### config.mk
export PLATFORM = sky130hd
export DESIGN_NAME = hesap_denetleyici
export DESIGN_NICKNAME = d
export VERILOG_FILES = /design/src/rtl/hesap_pkg.sv /design/src/rtl/hesap_zaman_asimi_sayaci.sv /design/src/rtl/hesap_denetleyici.sv
export SDC_FILE = /design/constraint.sdc
export NUM_CORES = 1
export LEC_CHECK = 0
export BUFFER_PORTS_ARGS = -buffer_cell sky130_fd_sc_hd__clkbuf_2
export CORE_AREA = 10 10 253 255
export DETAILED_ROUTE_END_ITERATION = 8
export DIE_AREA = 0 0 263 265
export PLACE_DENSITY_LB_ADDON = 0.12
export SLEW_MARGIN = 20
export SYNTH_ARGS = -nofsm -noshare
export SYNTH_HDL_FRONTEND = slang
export SYNTH_SLANG_ARGS = --single-unit
### constraint.sdc
create_clock -name clk -period 6.4 [get_ports clk]
set_clock_uncertainty 0.2 [all_clocks]
set_input_delay 0.64 -clock clk [delete_from_list [all_inputs] [get_ports clk]]
set_output_delay 0.64 -clock clk [all_outputs]
set_load 0.05 [all_outputs]
### src/rtl/hesap_pkg.sv
// Shared op codes, FSM state encodings and unit-select helper for the calculator sequencer.
// Latency: none (definitions only).
// Backpressure: not applicable.
package hesap_pkg;

    localparam int BIRIM_SAYISI = 7;

    localparam logic [2:0] TUR_TOPLAMA   = 3'b000;
    localparam logic [2:0] TUR_CIKARMA   = 3'b001;
    localparam logic [2:0] TUR_CARPMA    = 3'b010;
    localparam logic [2:0] TUR_BOLME     = 3'b011;
    localparam logic [2:0] TUR_KAREKOK   = 3'b100;
    localparam logic [2:0] TUR_TANJANT   = 3'b101;
    localparam logic [2:0] TUR_KOTANJANT = 3'b110;
    localparam logic [2:0] TUR_GECERSIZ  = 3'b111;

    localparam logic [1:0] BOSTA  = 2'd0;
    localparam logic [1:0] BASLAT = 2'd1;
    localparam logic [1:0] BEKLE  = 2'd2;
    localparam logic [1:0] SONUC  = 2'd3;

    // One-hot unit mask for an op code; the illegal code selects no unit.
    function automatic logic [BIRIM_SAYISI-1:0] tek_sicak(input logic [2:0] t);
        logic [BIRIM_SAYISI-1:0] maske;
        maske = '0;
        if (t != TUR_GECERSIZ) begin
            maske = BIRIM_SAYISI'(1) << t;
        end
        return maske;
    endfunction

endpackage

### src/rtl/hesap_zaman_asimi_sayaci.sv
// Timeout counter: cleared before a wait, counts wait cycles, flags the last allowed cycle.
// Latency: limit_doldu is combinational on the current count; count updates each enabled edge.
// Backpressure: none; driven purely by the sequencer state.
module hesap_zaman_asimi_sayaci #(
    parameter int LIMIT = 64,
    parameter int W     = 7
) (
    input  logic clk,
    input  logic rst_n,
    input  logic temizle,
    input  logic etkin,
    output logic limit_doldu
);

    localparam logic [W-1:0] SON_DEGER = W'(LIMIT - 1);

    logic [W-1:0] sayac;

    // Count wait cycles; a clear restarts the window for the next operation.
    always_ff @(posedge clk or negedge rst_n) begin
        if (!rst_n) begin
            sayac <= '0;
        end else if (temizle) begin
            sayac <= '0;
        end else if (etkin) begin
            sayac <= sayac + W'(1);
        end
    end

    // High during the LIMIT-th wait cycle, so the counter reaches LIMIT on the timeout edge.
    assign limit_doldu = etkin && (sayac == SON_DEGER);

endmodule

### src/rtl/hesap_denetleyici.sv
// Sequencer for seven calculator units: accepts one request, starts the unit, returns one result.
// Latency: start one cycle after accept; result one cycle after unit done; illegal op one cycle.
// Backpressure: result held until cikis_hazir; no new request accepted until the result is taken.
// Optional statistics counters are built when HESAP_ISTATISTIK_EN is defined.
module hesap_denetleyici
    import hesap_pkg::*;
#(
    parameter int GENISLIK    = 32,
    parameter int ZAMAN_ASIMI = 64,
    parameter int SAYAC_W     = 7
) (
    input  logic                              clk,
    input  logic                              rst_n,
    input  logic                              istek_gecerli,
    output logic                              istek_hazir,
    input  logic [GENISLIK-1:0]               sayi1,
    input  logic [GENISLIK-1:0]               sayi2,
    input  logic [2:0]                        tur,
    output logic [GENISLIK-1:0]               islem_sayi1,
    output logic [GENISLIK-1:0]               islem_sayi2,
    output logic [BIRIM_SAYISI-1:0]           baslat,
    input  logic [BIRIM_SAYISI-1:0]           birim_hazir,
    input  logic [BIRIM_SAYISI-1:0]           birim_gecerli,
    input  logic [BIRIM_SAYISI-1:0]           birim_tasma,
    input  logic [BIRIM_SAYISI*2*GENISLIK-1:0] birim_sonuc,
    output logic [2*GENISLIK-1:0]             sonuc,
    output logic                              gecerli,
    output logic                              tasma,
    output logic                              zaman_asimi,
`ifdef HESAP_ISTATISTIK_EN
    output logic [15:0]                       tamamlanan_sayisi,
    output logic [15:0]                       hata_sayisi,
`endif
    output logic                              cikis_gecerli,
    input  logic                              cikis_hazir
);

    localparam int SW = 2 * GENISLIK;

    logic [1:0]              durum;
    logic [2:0]              tur_q;
    logic [BIRIM_SAYISI-1:0] secim;
    logic                    sec_hazir;
    logic                    sec_gecerli;
    logic                    sec_tasma;
    logic [SW-1:0]           sec_sonuc;
    logic                    limit_doldu;

    assign secim       = tek_sicak(tur_q);
    assign sec_hazir   = |(birim_hazir & secim);
    assign sec_gecerli = |(birim_gecerli & secim);
    assign sec_tasma   = |(birim_tasma & secim);

    // Pick the selected unit's result slice out of the flattened bus.
    always_comb begin
        sec_sonuc = '0;
        for (int i = 0; i < BIRIM_SAYISI; i++) begin
            if (tur_q == 3'(i)) begin
                sec_sonuc = birim_sonuc[i*SW +: SW];
            end
        end
    end

    // Start is decoded from state so it vanishes the instant reset is asserted.
    assign baslat        = (durum == BASLAT) ? secim : '0;
    assign istek_hazir   = (durum == BOSTA);
    assign cikis_gecerli = (durum == SONUC);

    hesap_zaman_asimi_sayaci #(
        .LIMIT (ZAMAN_ASIMI),
        .W     (SAYAC_W)
    ) u_sayac (
        .clk         (clk),
        .rst_n       (rst_n),
        .temizle     (durum == BASLAT),
        .etkin       (durum == BEKLE),
        .limit_doldu (limit_doldu)
    );

    // Main sequencer: latch request, launch unit, wait for done or timeout, hold result.
    always_ff @(posedge clk or negedge rst_n) begin
        if (!rst_n) begin
            durum       <= BOSTA;
            tur_q       <= TUR_TOPLAMA;
            islem_sayi1 <= '0;
            islem_sayi2 <= '0;
            sonuc       <= '0;
            gecerli     <= 1'b0;
            tasma       <= 1'b0;
            zaman_asimi <= 1'b0;
        end else begin
            case (durum)
                BOSTA: begin
                    if (istek_gecerli) begin
                        islem_sayi1 <= sayi1;
                        islem_sayi2 <= sayi2;
                        tur_q       <= tur;
                        if (tur == TUR_GECERSIZ) begin
                            sonuc       <= '0;
                            gecerli     <= 1'b0;
                            tasma       <= 1'b0;
                            zaman_asimi <= 1'b0;
                            durum       <= SONUC;
                        end else begin
                            durum <= BASLAT;
                        end
                    end
                end
                BASLAT: begin
                    durum <= BEKLE;
                end
                BEKLE: begin
                    // A done arriving on the last allowed cycle beats the timeout.
                    if (sec_hazir) begin
                        sonuc       <= sec_sonuc;
                        gecerli     <= sec_gecerli;
                        tasma       <= sec_tasma;
                        zaman_asimi <= 1'b0;
                        durum       <= SONUC;
                    end else if (limit_doldu) begin
                        sonuc       <= '0;
                        gecerli     <= 1'b0;
                        tasma       <= 1'b0;
                        zaman_asimi <= 1'b1;
                        durum       <= SONUC;
                    end
                end
                SONUC: begin
                    if (cikis_hazir) begin
                        durum <= BOSTA;
                    end
                end
                default: begin
                    durum <= BOSTA;
                end
            endcase
        end
    end

`ifdef HESAP_ISTATISTIK_EN
    // Tally results as the host takes them, split by whether the unit reported a valid result.
    always_ff @(posedge clk or negedge rst_n) begin
        if (!rst_n) begin
            tamamlanan_sayisi <= '0;
            hata_sayisi       <= '0;
        end else if ((durum == SONUC) && cikis_hazir) begin
            if (gecerli) begin
                if (tamamlanan_sayisi != 16'hFFFF) begin
                    tamamlanan_sayisi <= tamamlanan_sayisi + 16'd1;
                end
            end else begin
                if (hata_sayisi != 16'hFFFF) begin
                    hata_sayisi <= hata_sayisi + 16'd1;
                end
            end
        end
    end
`endif

endmodule
==> results.yml, run 1 <==
run:
  drv_cap: 0
setup_path:
  critical_path_class: "register to register"
  worstSetupStartpointType: "register"
  crit_path_max_fanout: 71
  end_kind: "register"
  cp.required_ns: 6.58
  critPathArrivalTime_ns: 3.60
place:
  place_hpwl_um: 46600
  io_buffers: 679
  gp_congestion: 0.832
  place_area_um2: 14100
finish:
  design_area_um2: 14700
  syn2layout_area_growth_pct: 44.6
  drive_gt1_share_pct: 47.2
  nets: 2196
  layout_commonest_cell: "clkbuf_2"
  final_cell_mix: "678 x clkbuf_2, 140 x dfrtp_1, 126 x nand4b_1, 74 x nor2_1, 73 x mux2i_1"
  fin_util_pct: 25.1
floorplan:
  io_pins: 680
  initial_utilization_pct: 17.3
  core_um2: 58800
  die_h_um: 265
  placementRows: 89
  die_x_um: 263
  die-area_um2: 69700
synth:
  synth.distinct_cells: 40
  ys_warn_count: 0
  synth_fa_ha_area_share_pct: 0.614
  syn-num-nets: 1602
  synth_top_family_by_area: "simple AND/OR/NAND/NOR gates"
  synth-compound-area-share_pct: 18.3
  avgSynthCellArea_um2: 9.64
  ys_seq_area_share_pct: 35.1
  syn-cell-area_um2: 10200
  synthMuxAreaShare_pct: 15.5
  postSynthCellCount: 1057
  synth_xor_area_share_pct: 0.172
  synth-simple-area-share_pct: 23.5
  synth-seq-cells: 143
cts:
  cts-root-buf: "clkbuf_16"
  cts.repair.resized: 0
  cts_buffers: 17
  clock_latency_ns: 0.48
  cts_setup_buffers: 0
  cts_sinks: 143
  htree_levels: 4
  path_clk_slew_ns: 0.08
  cts_tree: "yes"
  cts_hold_buf: 1
  cts_buffer_depth: 2
power_and_ir_drop:
  power_frac_seq_pct: 20.3
  p_clk_share_pct: 13.3
  leakage_nw: 7.07
  swShare_pct: 56.2
  pwr-share-comb_pct: 66.4
  power_density_nw_per_um2: 567
  vdd_drop_max_uv: 292
  power.switching_mw: 4.69
  power.internal_mw: 3.65
  total_power_mw: 8.35
sta:
  final.setup.tns_ns: 0
  slew_violations: 0
  period_needed_ns: 3.42
  rsz0062_at_grt: "false"
  finalCritPeriodShare_pct: 53.4
  tightest_slew_ns: 1.02
  hold_ws_ns: 0.164
  relSlewSlack_pct: 32.0
  hold_viol: 0
  fmaxAchievable_mhz: 293
  finalSetupViolations: 0
routing:
  ant_nets: 0
  first_iter_violations: 797
  wl_um: 60100
  routedWlPerCell_um: 24.6
  dr.pass1.iters: 5
  vias: 11500
  vias_per_cell: 4.72
  remaining_drc_errors: 0
global_route:
  gr-usage-met1_pct: 18.4
  grt_pass1_wl_um: 86400
  grt_use_met3_pct: 6.77
  busiest_layer: "met2"
  grt_max_degree: 93
  antenna_found_initial: 12
  grt_pass1_vias: 12200
  track_usage_pct: 16.5
  grt_overflow: 0
  grt_util_met2_pct: 28.8
status:
  status: "complete, no violations"
worst_hold_path:
  hp-class: "primary input to register"
-- critical path, cell delays in order, from the launching register on --
cell	delay, ns
dfrtp_4	0.76
buf_4	0.65
buf_4	0.66
nand4b_1	0.23
nand4_1	0.16
a211oi_1	0.28
a21oi_1	0.07
a22o_1	0.21
-- routing by layer --
metal  part of all wire [%]  up-vias  wire length (um)
met5                   0.14        -                82
met4                    1.2       14               743
met3                    8.7       50              5240
met2                     51      503             30500
met1                     39     5664             23500
li1                       -     5302                 -
-- cell families (layout without fill, tap and decap cells) --
group                      after synthesis  after routing
and+or+nand+nor                        353            353
AOI/OAI and AO/OA                      276            276
muxes                                  145            145
DFF                                    143            143
buffers and inverters                  133            740
adders and majority gates                5              5
xor gates and xnor gates                 2              2
other                                    0              4
-- worst paths after layout --
check / endpoint / startpoint / slack [ns] / depth (start not counted)
setup reg to reg: sonuc[0] / tur_q[2] / 2.98 / 7
setup / recovery: sonuc[0] / tur_q[2] / 2.98 / 7
min in group asynchronous: sonuc[16] / rst_n / 0.57 / 2
hold / removal: islem_sayi1[10] / sayi1[10] / 0.16 / 2
hold reg to reg: islem_sayi1[10] / islem_sayi1[10] / 0.29 / 1
max in group asynchronous: sonuc[18] / rst_n / 4.24 / 3
-- cells in the mapped netlist, drive strengths merged --
library cell | number | share of area [%]
a211oi | 64 | 4.8
a21boi | 1 | 0.074
a21oi | 69 | 3.4
a221oi | 1 | 0.15
a22o | 65 | 5.6
buf | 63 | 4.2
clkbuf | 62 | 2.3
clkinv | 1 | 0.037
dfrtp | 143 | 35
ha | 5 | 0.61
inv | 7 | 0.26
mux2 | 69 | 7.6
mux2i | 73 | 7.2
mux4 | 3 | 0.66
nand2 | 9 | 0.33
nand2b | 4 | 0.25
nand3 | 2 | 0.098
nand3b | 65 | 4.8
nand4 | 64 | 3.9
nand4b | 126 | 11
nand4bb | 1 | 0.11
nor2 | 74 | 2.7
nor2b | 2 | 0.12
nor3 | 5 | 0.25
o21ai | 65 | 3.2
o221ai | 1 | 0.15
o22ai | 2 | 0.12
o2bb2ai | 3 | 0.26
o31ai | 4 | 0.43
o41ai | 1 | 0.086
or2 | 1 | 0.061
xnor2 | 1 | 0.086
xor2 | 1 | 0.086
-- area by class of cell --
class                   count  area, um2
clock inverters            15        198
well taps                 773        967
inverters                   8       30.0
flip-flops and latches    143       3590
clock buffers              17        425
multi-input cells         781       5940
diodes                      4       10.0
repair buffers            700       3580
fillers                  6578      44100
-- through the flow --
step	std cells	worst slack, ns
4_1_cts	2436	2.87
3_5_place_dp	2403	2.90
2_1_floorplan	1057	3.20
3_3_place_gp	2403	2.98
6_report	2441	2.98
5_1_grt	2440	2.77
-- power by group through the flow --
stage | sequential [mW] | clock [mW] | combinational (mW)
3_5_place_dp | 1.71 | 0 | 5.63
4_1_cts | 1.70 | 1.16 | 5.63
3_3_place_gp | 1.70 | 0 | 5.60
6_report | 1.70 | 1.11 | 5.55
5_1_grt | 1.76 | 1.19 | 5.97
2_1_floorplan | 2.96 | 0 | 2.82
-- registers in the layout, indices dropped and copies added, names as in the netlist --
register       flops
durum              2
gecerli            1
zaman_asimi        1
islem_sayi1       32
tur_q              3
sonuc             64
islem_sayi2       32
tasma              1
u_sayac.sayac      7
Power figures use the tool's default switching activity.
==> inputs of run 2 (changes only) <==
ABC_AREA = 1   (was unset)
CORE_AREA = 10 10 258 260   (was 10 10 253 255)
DIE_AREA = 0 0 268 270   (was 0 0 263 265)
clock period = 2.7 ns   (was 6.4 ns; I/O delays follow)
==> results.yml, run 2 <==
power_and_ir_drop:
  power_density_nw_per_um2: 314
  vdd_drop_max_uv: 262
  leakage_nw: 9.23
synth:
  avgSynthCellArea_um2: 6.92
  synth-edff-count: 0
  synth_common_cells: "349 x nand2_1, 259 x nand4_1, 149 x inv_1, 149 x nor2_1, 143 x dfrtp_1"
  synth.most_common_cell: "nand2_1"
  synth.top_cell.area_share_pct: 34.5
  ys_warn_count: 0
  synth-seq-cells: 143
  yosys.area.top_type: "dfrtp_1"
  syn-num-nets: 2043
  synth.distinct_cells: 25
  yosys-top-cells-area: "dfrtp_1 35%, nand4_1 16%, nand2_1 13%"
  synthFlopType: "dfrtp_1"
  async_reset_ff_share_pct: 100
  postSynthCellCount: 1498
  ys_seq_area_share_pct: 34.5
  syn-cell-area_um2: 10400
sta:
  relSlewSlack_pct: 57.1
  fmaxAchievable_mhz: 387
  hold_ws_ns: 0.0343
  tightest_slew_ns: 0.643
  finalWorstSetupSlack_ns: 0.119
  final.setup.tns_ns: 0
  slew_violations: 0
  finalCritPeriodShare_pct: 95.6
  hold_viol: 0
  period_needed_ns: 2.58
  finalSetupViolations: 0
  rsz0062_at_grt: "false"
global_route:
  grt_overflow: 0
  track_usage_pct: 17.8
  antenna_found_initial: 6
  grt_max_degree: 102
  grt_pass1_vias: 14300
  grt_pass1_wl_um: 96500
routing:
  ant_nets: 0
  remaining_drc_errors: 0
  top_layer_used: "met5"
  met3_length_um: 3950
  vias: 13600
  wl_um: 66500
  vias_per_cell: 4.36
  routedWlPerCell_um: 21.3
  first_iter_violations: 761
  dr.pass1.iters: 5
  routed-wl-met2_um: 34100
  wl_met1_um: 27300
cts:
  cts_buffer_depth: 2
  cts-root-buf: "clkbuf_16"
  path_clk_slew_ns: 0.07
  htree_levels: 4
  cts_buffers: 17
  cts_sinks: 143
  cts_tree: "yes"
  clock_latency_ns: 0.49
setup_path:
  critPathArrivalTime_ns: 2.11
  crit_path_max_fanout: 49
  cp.required_ns: 2.23
  critical_path_class: "register to output port"
  worstSetupStartpointType: "register"
  startpoint: "tur_q[2]"
  end_kind: "output port"
  reg2reg_from: "tur_q[2]"
finish:
  fin_util_pct: 28.5
  syn2layout_area_growth_pct: 68.7
  nets: 2856
  largest_reg_flops: 64
  drive_gt1_share_pct: 38.3
  top_register: "sonuc"
  final_cell_mix: "674 x clkbuf_2, 347 x nand2_1, 259 x nand4_1, 213 x dlygate4sd3_1, 149 x nor2_1"
  top_regs: "sonuc x64, islem_sayi1 x32, islem_sayi2 x32"
  layout_commonest_cell: "clkbuf_2"
  design_area_um2: 17500
floorplan:
  die_x_um: 268
  initial_utilization_pct: 16.9
  die-area_um2: 72400
  placementRows: 91
  core_um2: 61300
  die_h_um: 270
  io_pins: 680
place:
  gp_congestion: 0.904
  place_area_um2: 14700
  preCtsSetupSlack_ns: 0.152
  place_hpwl_um: 52100
  io_buffers: 679
status:
  status: "complete, no violations"
run:
  drv_cap: 0
worst_hold_path:
  hp-class: "primary input to register"
  min_from: "birim_sonuc[232]"
run 2: cell count changes after synthesis, moves of 51 or more:
| cell | delta |
|---|---|
| o21ai_1 | +65 |
| inv_1 | +142 |
| or2_2 | +63 |
| nand3_1 | +81 |
| a22o_1 | -65 |
| a211oi_1 | -63 |
| nor2_1 | +75 |
| nand4b_1 | -126 |
| nand3b_1 | -65 |
| o21ai_0 | -51 |
| nand4_1 | +195 |
| mux2i_1 | -73 |
| nand2_1 | +340 |
| a21oi_1 | -60 |
run 2: logic make-up (layout without fill, tap and decap cells):
logic type | Yosys count | after routing | share of synthesized area (%)
buffers and inverters | 285 | 1111 | 11.5
and+or+nand+nor | 913 | 913 | 42.1
adders and majority gates | 5 | 5 | 0.604
other | 0 | 2 | 0
AOI/OAI and AO/OA | 88 | 88 | 4.27
DFF | 143 | 143 | 34.5
muxes | 64 | 64 | 6.96
run 2: cell type report:
| cell class | count | area, um2 |
|---|---|---|
| fillers | 6908 | 43800 |
| repair buffers | 924 | 6020 |
| multi-input cells | 1070 | 5660 |
| flip-flops and latches | 143 | 3590 |
| well taps | 790 | 988 |
| inverters | 155 | 591 |
| clock buffers | 17 | 425 |
| clock inverters | 15 | 210 |
| diodes | 2 | 5.00 |
run 2: power breakdown:
| part | internal, mW | total, mW | switching (mW) |
|---|---|---|---|
| registers | 2.14 | 2.14 | 0 |
| logic | 0.489 | 0.758 | 0.269 |
| clock network | 1.35 | 2.59 | 1.24 |
| total | 3.98 | 5.49 | 1.51 |
run 2: worst paths after layout:
check	endpoint	depth (start not counted)	slack, ns
max	baslat[2]	5	0.12
min	sonuc[40]	5	0.03
max reg2reg	sonuc[26]	9	0.19
min reg2reg	sonuc[5]	2	0.29
max in group asynchronous	islem_sayi1[0]	3	1.40
min in group asynchronous	islem_sayi1[28]	2	0.14
run 2: critical path, cell delays in order, from the launching register on:
cell and delay, ns:
dfrtp_4 0.62, inv_6 0.25, nand3_4 0.13, buf_12 0.22, nor2_1 0.20, buf_12 0.17
run 2: per-layer routing:
| layer | vias up | global-route usage (%) |
|---|---|---|
| li1 | 6650 | - |
| met1 | 6464 | 20.7 |
| met2 | 416 | 31.8 |
| met3 | 58 | 4.67 |
| met4 | 6 | 4.43 |
| met5 | - | 0 |
run 2: through the flow:
step,total power [mW],std cells
6_report,5.49,3116
5_1_grt,5.76,3115
4_1_cts,5.62,3114
3_5_place_dp,2.68,2868
3_3_place_gp,2.69,2868
2_1_floorplan,2.20,1498
run 2: timing repair:
item | CTS | global route
setup endpoints to repair | 3 | 0
hold buffers | 213 | 0
endpoints found under the hold margin | 208 | 0
gates resized for setup | 4 | 0
setup buffers | 1 | 0
